File: src/rtl/secuenciador_dir.sv
// Address sequencer: each enabled cycle it counts, jumps, calls or returns.
// A small return stack holds call return addresses and reports empty, full and a sticky error flag.
module secuenciador_dir #(
    parameter int              AW       = 8,
    parameter int              DEPTH    = 4,
    parameter logic [AW-1:0]   RST_ADDR = {AW{1'b0}}
) (
    input  logic          CLK,
    input  logic          RESET,
    input  logic          EN,
    input  logic          CARGA,
    input  logic [AW-1:0] DIR_SALTO,
    input  logic          LLAMADA,
    input  logic          RETORNO,
    output logic [AW-1:0] DIRECCION,
    output logic          PILA_VACIA,
    output logic          PILA_LLENA,
    output logic          ERROR
);

    localparam int             IW      = $clog2(DEPTH);
    localparam int             PW      = IW + 1;
    localparam logic [PW-1:0]  CNT_MAX = PW'(DEPTH);
    localparam logic [PW-1:0]  CNT_CERO = {PW{1'b0}};

    logic [AW-1:0] dir_q, dir_d;
    logic [PW-1:0] cnt_q, cnt_d;
    logic          error_q, error_d;
    logic          vacia_q, vacia_d;
    logic          llena_q, llena_d;
    logic [AW-1:0] pila_q [DEPTH];
    logic [AW-1:0] pila_d [DEPTH];

    logic [AW-1:0] dir_inc_s;
    logic [PW-1:0] cnt_m1_s;
    logic [IW-1:0] idx_top_s;
    logic [IW-1:0] idx_push_s;

    assign dir_inc_s  = dir_q + {{(AW-1){1'b0}}, 1'b1};
    assign cnt_m1_s   = cnt_q - {{(PW-1){1'b0}}, 1'b1};
    assign idx_top_s  = cnt_m1_s[IW-1:0];
    assign idx_push_s = cnt_q[IW-1:0];

    // Next-state: action priority is return, then call, then load, then increment.
    always_comb begin
        dir_d   = dir_q;
        cnt_d   = cnt_q;
        error_d = error_q;
        pila_d  = pila_q;
        if (EN) begin
            if (RETORNO) begin
                if (cnt_q != CNT_CERO) begin
                    dir_d = pila_q[idx_top_s];
                    cnt_d = cnt_m1_s;
                end else begin
                    error_d = 1'b1;
                    dir_d   = dir_inc_s;
                end
            end else if (LLAMADA) begin
                if (cnt_q != CNT_MAX) begin
                    pila_d[idx_push_s] = dir_inc_s;
                    dir_d              = DIR_SALTO;
                    cnt_d              = cnt_q + {{(PW-1){1'b0}}, 1'b1};
                end else begin
                    error_d = 1'b1;
                    dir_d   = dir_inc_s;
                end
            end else if (CARGA) begin
                dir_d = DIR_SALTO;
            end else begin
                dir_d = dir_inc_s;
            end
        end else begin
            dir_d = dir_q;
        end
    end

    // Status flags are derived from the next count so they change together with it.
    always_comb begin
        vacia_d = (cnt_d == CNT_CERO);
        llena_d = (cnt_d == CNT_MAX);
    end

    // State registers with synchronous reset; stack contents are cleared for determinism.
    always_ff @(posedge CLK) begin
        if (RESET) begin
            dir_q   <= RST_ADDR;
            cnt_q   <= CNT_CERO;
            error_q <= 1'b0;
            vacia_q <= 1'b1;
            llena_q <= 1'b0;
            for (int i = 0; i < DEPTH; i++) begin
                pila_q[i] <= {AW{1'b0}};
            end
        end else begin
            dir_q   <= dir_d;
            cnt_q   <= cnt_d;
            error_q <= error_d;
            vacia_q <= vacia_d;
            llena_q <= llena_d;
            for (int i = 0; i < DEPTH; i++) begin
                pila_q[i] <= pila_d[i];
            end
        end
    end

    assign DIRECCION  = dir_q;
    assign PILA_VACIA = vacia_q;
    assign PILA_LLENA = llena_q;
    assign ERROR      = error_q;

endmodule

File: config.mk
export PLATFORM = sky130hd
export DESIGN_NAME = secuenciador_dir
export DESIGN_NICKNAME = d
export VERILOG_FILES = /design/src/rtl/secuenciador_dir.sv
export SDC_FILE = /design/constraint.sdc
export NUM_CORES = 1
export LEC_CHECK = 0
export ABC_CLOCK_PERIOD_IN_PS = 2300
export CELL_PAD_IN_SITES_DETAIL_PLACEMENT = 1
export CELL_PAD_IN_SITES_GLOBAL_PLACEMENT = 1
export CORE_MARGIN = 5
export CORE_UTILIZATION = 43
export DETAILED_ROUTE_END_ITERATION = 10
export PLACE_DENSITY = 0.84
export SLEW_MARGIN = 5
export SYNTH_ARGS = -nofsm -noshare
export SYNTH_HDL_FRONTEND = slang
export SYNTH_SLANG_ARGS = --single-unit
File: constraint.sdc
create_clock -name CLK -period 2.3 [get_ports CLK]
set_input_delay 0.23 -clock CLK [delete_from_list [all_inputs] [get_ports CLK]]
set_output_delay 0.23 -clock CLK [all_outputs]
set_load 0.05 [all_outputs]
; Word level (Yosys, flattened, before mapping)
; Cells that the tools add are included.
[word_totals]
reg_bits = 46
input_bits = 14
out_inout_bits = 11
elab_cells = 48
[classes]
n_addsub = 3
n_lt_le_gt_ge = 3
eq_ne = 4
n_mux = 20
bitwise_logic = 3
n_reduce_logical = 6
[ops]
columns = cell, count
row1 = two-way mux 8 bit, 8
row2 = bitwise mux 32 bit, 1
row3 = binary-select mux 8 bit (select 2 bit), 1
row4 = demux 8 bit (select 2 bit), 1
row5 = two-way mux 3 bit, 5
row6 = "adder 8 x 1 -> 8 bit, second input constant", 1
row7 = AND reduction 4 bit, 2
row8 = "greater-or-equal comparator 3 bit, second input constant", 2
row9 = inverter 2 -> 3 bit, 2
row10 = two-way mux 1 bit, 4
row11 = "!= test 2 bit, second input constant", 2
row12 = "adder 3 x 1 -> 3 bit, second input constant", 1
row13 = "equality test 3 bit, second input constant", 1
row14 = logical NOT 3 bit, 1
row15 = "< comparator 3 x 1 -> 1 bit, second input constant", 1
row16 = "!= test 3 bit, second input constant", 1
row17 = nonzero test 3 bit, 1
row18 = "subtractor 3 x 1 -> 3 bit, second input constant", 1
row19 = nonzero test 2 bit, 1
row20 = logical AND 1 bit, 1
row21 = inverter 1 bit, 1

; Longest topological paths before layout
[logic_depth]
depth_word = 7
mapped_depth = 9
ltp_nobuf = 6

; Worst setup path before layout
; OpenSTA, ideal clock, no wires.
[synth_timing]
kind = reg-to-reg
from = register cnt_q[0]
to = register dir_q[5] (netlist: DIRECCION[5])
arrival_ns = 1.805
slack_ns = 0.366
stages_incl_launch_ff = 9
path_buffers = 2
path_cell_list = dfxtp_1 > buf_6 > inv_1 > ha_1 > buf_2 > mux4_2 > and3_1 > a221oi_2 > o32ai_1
[synth_between]
elab_chain_len = 7
[synth_lines]
columns = element, line
row1 = from (decl), 27  ; logic [PW-1:0] cnt_q, cnt_d;
row2 = from (signal assigned), 97  ; cnt_q <= cnt_d;
row3 = subtractor 3 x 1 -> 3 bit, 40  ; assign cnt_m1_s = cnt_q - {{(PW-1){1'b0}}, 1'b1};
row4 = inverter 2 -> 3 bit (not written as such), 53  ; dir_d = pila_q[idx_top_s];
row5 = binary-select mux 8 bit (select 2 bit), 53
row6 = two-way mux 8 bit (not written as such) (2 in a row), 53
row7 = two-way mux 8 bit, 52  ; if (cnt_q != CNT_CERO) begin
row8 = two-way mux 8 bit (*), 51  ; if (RETORNO) begin
row9 = to (signal assigned), 96  ; dir_q <= dir_d;
row10 = to (decl), 26  ; logic [AW-1:0] dir_q, dir_d;
; Every way passes the cells marked *; elsewhere a longest branch is shown, timed or not. The select of a mux whose other input is x is not followed.
; A chain may end at the register's enable or synchronous reset.

; Worst setup path after layout
[layout_timing]
from = register cnt_q[1]
to = register dir_q[5] (netlist: DIRECCION[5])
; Same word-level chain as after synthesis.

==> results.cfg <==
[run_status]
status = completed

[timing]
maxClockFrequency_mhz = 487
fin_worst_skew_ns = 0.00410
hold_viol = 0
worst_slew_pin_slew_ns = 0.520
slew_viol_final = 0
setup_viol = 0
slew_headroom_pct = 65.1
fin_setup_tns_ns = 0
fin_crit_sh_pct = 89.4
rsz0062_at_grt = no
period_minus_slack_ns = 2.06

[grt]
use_met2_pct = 29.7
antenna_found_initial = 0
track_usage_pct = 18.5
grt.busiest_layer = met2
grt_overflow = 0
grt_max_degree = 36
grt_use_met1_pct = 24.8
grt_pass1_wl_um = 10500
grtUsageMet3_pct = 4.15
grt_pass1_vias = 2035

[logic_synthesis]
netlist_area_um2 = 2360
ys_types = 50
syn_inst = 249
synth_top_family_by_area = compound AO/OA/AOI/OAI gates
synthAdderAreaFrac_pct = 3.18
yosysWarningCount = 0
seq_area_frac_synth_pct = 39.0
synth_xor_area_share_pct = 1.85
synth_compound_area_share_pct = 23.1
yosys.area_share.simple_pct = 16.6
synth_seq_cells = 46
synth_nets = 269
syn_avg_cell_area_um2 = 9.48
muxShareOfSynthArea_pct = 9.33

[critical_path]
critPathRequiredTime_ns = 2.49
path_delay_family = adder cells
critical_path_class = flip-flop to flip-flop
crit_path_top_delay_cell = ha_1
crit_path_max_incr_delay_ns = 0.58
path_cells = inv_1 -> ha_1 -> mux4_2 -> and3_1 -> a221oi_2 -> o32ai_1
cp.arrival_ns = 2.24
setup.worst_path.start_class = flip-flop
r2r_slack_ns = 0.24
setup.worst_path.end_class = flip-flop
crit_buf_inv = 1
cp_max_fo = 10

[clock_network]
clkLatencyLatePin_ns = 0.30
htreeDepth = 2
cts_hold_buffers = 0
cts_buffers = 5
root_buffer = clkbuf_8
clock_sinks = 46
cts_resized = 0
clk_pin_slew_worst_paths_ns = 0.09
cts_setup_buffers = 0
clockBufferDepth = 2
cts_tree = done

[floorplan]
start_util_pct = 43.7
core_um2 = 5410
dieArea_um2 = 7070
rows = 27
die_h_um = 84.1
ios = 25
die_x_um = 84.1

[power_and_ir_drop]
p_leak_uw = 0.000938
power_density_nw_per_um2 = 669
peakVddDrop_v = 0.000272

[flow_run]
cap_violations = 0

[placed_design]
placed_cells = 335
dp_hpwl_um = 4620
gp_congestion = 0.832
portBuffers = 24

[drt]
detail_route.wl_per_cell_um = 18.4
first_pass_iters = 4
postRouteAntennaNets = 0
route.vias.total = 2012
drc = 0
via_per_inst = 5.87
drt-initial-drc-count = 122
wl_um = 6310

[finish]
layout.nets = 290
drive_above_1_share_pct = 12.9
multi_input_area_um2 = 1280
final_cells = 343
layout_common_cells = dfxtp_1 (46), nor2_1 (41), a211oi_1 (29), clkdlybuf4s50_1 (24), inv_1 (12)
num_antenna_cells = 0
regArea_um2 = 921
mostFrequentLayoutCell = dfxtp_1
syn_to_final_growth_pct = 16.7
num-fill-cells = 625

[hold_path]
min_path_type = flip-flop to flip-flop
==> flip-flops by register name, summed over array words and instances (netlist names) <==
register	cells
DIRECCION	8
ERROR	1
PILA_LLENA	1
PILA_VACIA	1
cnt_q	3
pila_q	32
==> worst paths after layout <==
path / start / end / cells after the start
max: cnt_q[1] / DIRECCION[5] / 6
min: ERROR / ERROR / 2
max reg2reg: cnt_q[1] / DIRECCION[5] / 6
min reg2reg: ERROR / ERROR / 2
==> layer usage <==
| metal | wire (µm) | vias to the layer above |
|---|---|---|
| met5 | 0 | - |
| met4 | 95 | 0 |
| met3 | 258 | 9 |
| met2 | 3000 | 41 |
| met1 | 2960 | 1000 |
| li1 | - | 962 |
==> synthesized netlist by cell type, drive strengths merged <==
library cell / n / area [µm²]
a211o: 1 / 8.76
a211oi: 29 / 218
a21boi: 1 / 7.51
a21o: 1 / 7.51
a21oi: 5 / 25.0
a221oi: 8 / 82.6
a22oi: 2 / 28.8
a311oi: 1 / 15.0
a31oi: 2 / 12.5
a41o: 1 / 10.0
and2: 1 / 6.26
and3: 7 / 48.8
and3b: 1 / 8.76
buf: 13 / 85.1
clkbuf: 7 / 30.0
clkinv: 1 / 3.75
dfxtp: 46 / 921
ha: 6 / 75.1
inv: 12 / 45.0
mux2i: 4 / 40.0
mux4: 8 / 180
nand2: 5 / 18.8
nand2b: 3 / 18.8
nand3: 5 / 25.0
nand3b: 6 / 45.0
nand4: 1 / 6.26
nor2: 42 / 165
nor3: 5 / 36.3
nor3b: 1 / 7.51
o211a: 1 / 10.0
o211ai: 1 / 7.51
o21a: 2 / 15.0
o21ai: 7 / 35.0
o21ba: 1 / 10.0
o22ai: 1 / 6.26
o311a: 1 / 10.0
o311ai: 1 / 8.76
o32ai: 3 / 26.3
or2: 1 / 6.26
xnor2: 5 / 43.8
==> layout make-up <==
cell class | instances | area share [%]
clock buffers | 7 | 3.50
clock inverters | 1 | 0.318
inverters | 13 | 1.77
multi-input cells | 170 | 46.3
flip-flops and latches | 46 | 33.4
well taps | 72 | 3.27
repair buffers | 34 | 11.4
==> cell families (layout without fill, tap and decap cells) <==
group | after synthesis | count (layout)
muxes | 12 | 12
DFF | 46 | 46
buffers and inverters | 33 | 55
AOI/OAI and AO/OA | 69 | 69
and+or+nand+nor | 78 | 78
xor gates and xnor gates | 5 | 5
adders and majority gates | 6 | 6
==> through the flow <==
step | hold WS (ns) | setup slack [ns] | util (%) | cell area [µm²] | total power (µW)
finish | 0.474 | 0.245 | 51.0 | 2760 | 1850
global route | 0.521 | 0.140 | 51.0 | 2760 | 1920
CTS | 0.482 | 0.276 | 51.0 | 2760 | 1860
detailed placement | 0.463 | 0.286 | 49.1 | 2650 | 1300
global placement | 0.453 | 0.342 | 49.1 | 2650 | 1280
floorplan | 0.403 | 0.366 | - | 2360 | 1170
==> worst register-to-register path: cells and delay by family, from the launching register on <==
family	cells	cell delay [ns]
buffers and inverters	1	0.10
AOI/OAI and AO/OA	2	0.30
and+or+nand+nor	1	0.20
DFF	1	0.40
adders and majority gates	1	0.58
muxes	1	0.36
==> power by group <==
| group | internal, µW | switching, µW |
|---|---|---|
| registers | 832 | 33.1 |
| clock network | 276 | 287 |
| logic | 162 | 255 |
No activity file was read; power rests on OpenSTA's default activity.
==> variant: new RTL, same settings <==
The parameter `DEPTH` goes from 4 to 2.
--- a/src/rtl/secuenciador_dir.sv
+++ b/src/rtl/secuenciador_dir.sv
@@ -3,5 +3,5 @@
 module secuenciador_dir #(
     parameter int              AW       = 8,
-    parameter int              DEPTH    = 4,
+    parameter int              DEPTH    = 2,
     parameter logic [AW-1:0]   RST_ADDR = {AW{1'b0}}
 ) (
Behaviour: not the same (a bounded check fails within 4 cycles, from zero or initial values and one cycle with RESET high).
==> variant against the original RTL <==
Power fell by 34%; area after synthesis fell by 34%; final area fell by 30%; critical path depth rose by 1; synthesized cell count fell by 27%; worst setup slack got worse by 0.0028 ns; largest power group unchanged; non-clock buffer count fell by 4; sequential cell count fell by 17; largest cell class unchanged; first-iteration DRC count fell by 44%; global-route usage rose by 2.1 points; die area fell by 30%; sequential power fell by 36%; routed wire length fell by 25%.
==> variant: results (changes against the original RTL) <==
metric,value,unit,change
Via density,5.89,,was 5.87
"delay-heaviest family, CP",simple AND/OR/NAND/NOR gates,,was adder cells
placed cells,248,,was 335
NumNets Final,227,,was 290
Synth Area per Inst,8.64,µm²,was 9.48 µm²
first-pass GRT wire length,8070,µm,was 10500 µm
"Clk Latency, worst-skew pair",0.34,ns,was 0.30 ns
drt wl/cell,18.5,µm,was 18.4 µm
routability cong.,0.913,,was 0.832
R2R depth,7,,was 6
Worst Skew,0.00646,ns,was 0.00410 ns
"Seq/Total Area, Yosys",37.1,%,was 39.0%
dpl hpwl,3510,µm,was 4620 µm
DR WL met3,239,µm,was 258 µm
Leak,0.000649,µW,was 0.000938 µW
DR iter-0 viols,68,,was 122
status,"complete, no violations",,unchanged
"Arr. time, crit path",2.27,ns,was 2.24 ns
gr usage total,20.6,%,was 18.5%
Biggest register,pila_q,,unchanged
met2 wire len,2420,µm,was 3000 µm
synth top area cells,"dfxtp_1 (37%), a211oi_1 (8.2%), nor2_1 (7.0%)",,"was dfxtp_1 (39%), a211oi_1 (9.2%), mux4_2 (7.6%)"
slowest CP cell,and2_1,,was ha_1
VDD IR max,259,µV,was 272 µV
unique cell type count in the Yosys netlist,41,,was 50
hold path cells,3,,was 2
commonest cells in the netlist,"dfxtp_1 (29), nor2_1 (29), a211oi_1 (17)",,"was dfxtp_1 (46), nor2_1 (41), a211oi_1 (29)"
clk root buf,clkbuf_4,,was clkbuf_8
max incr delay on CP,0.42,ns,was 0.58 ns
vias in the first global route,1666,,was 2035
syn_nets,201,,was 269
Met1 Wirelength,1950,µm,was 2960 µm
max reg flops,16,,was 32
largest net degree at the start of global routing,18,,was 36
DR vias,1508,,was 2012
Hold Crit Class,in2reg,,was reg2reg
Worst-Margin Slew,0.521,ns,was 0.520 ns
"critical path fanouts, max",11,,was 10
share of cells above drive strength 1,12.0,%,was 12.9%
variant: stage by stage:
step	worst slack [ns]	hold WS, ns	utilization, %	cell area, µm²	power (µW)
finish	0.242	0.501	53.7	1920	1210
global route	0.117	0.539	53.7	1920	1260
CTS	0.244	0.497	53.7	1920	1210
detailed placement	0.231	0.467	51.8	1850	853
global placement	0.327	0.456	51.8	1850	838
floorplan	0.430	0.403	-	1560	748
variant: path summary, 6_finish.rpt:
check	startpoint	end	slack (ns)
setup / recovery	cnt_q[0]$_SDFF_PP0_	DIRECCION[0]$_SDFFE_PP0P_	0.24
hold / removal	DIR_SALTO[5]	DIRECCION[5]$_SDFFE_PP0P_	0.50
setup reg to reg	cnt_q[0]$_SDFF_PP0_	DIRECCION[0]$_SDFFE_PP0P_	0.24
hold reg to reg	pila_q[1]$_SDFFE_PP0P_	pila_q[1]$_SDFFE_PP0P_	0.50
variant: cell type report:
type,instances,area (µm²)
Fill cell,431,1660
Multi-Input combinational cell,136,908
Inverter,5,18.8
Clock inverter,1,5.00
Timing Repair Buffer,30,285
Clock buffer,7,65.1
Sequential cell,29,581
Tap cell,48,60.1
variant: logic make-up after synthesis:
kind of cell / synth area share [%]
simple gates: 21.0
compound gates: 23.0
flops: 37.1
buf+inv: 4.80
mux: 5.92
xor+xnor: 3.36
fa+ha+maj: 4.80
variant: tightest hold or removal path, cell delays in order:
cell and delay [ns]:
clkdlybuf4s50_1 0.40, nand3_1 0.07, a31oi_1 0.09
variant: routing by layer:
layer / vias to the layer above / track usage [%]
met3: 15 / 8.35
met4: 0 / 8.51
li1: 707 / -
met5: - / 0
met2: 35 / 34.5
met1: 751 / 22.9
variant: power breakdown:
group | total (µW) | switching, µW | internal (µW)
logic | 287 | 180 | 107
clock network | 366 | 190 | 177
registers | 556 | 27.8 | 529
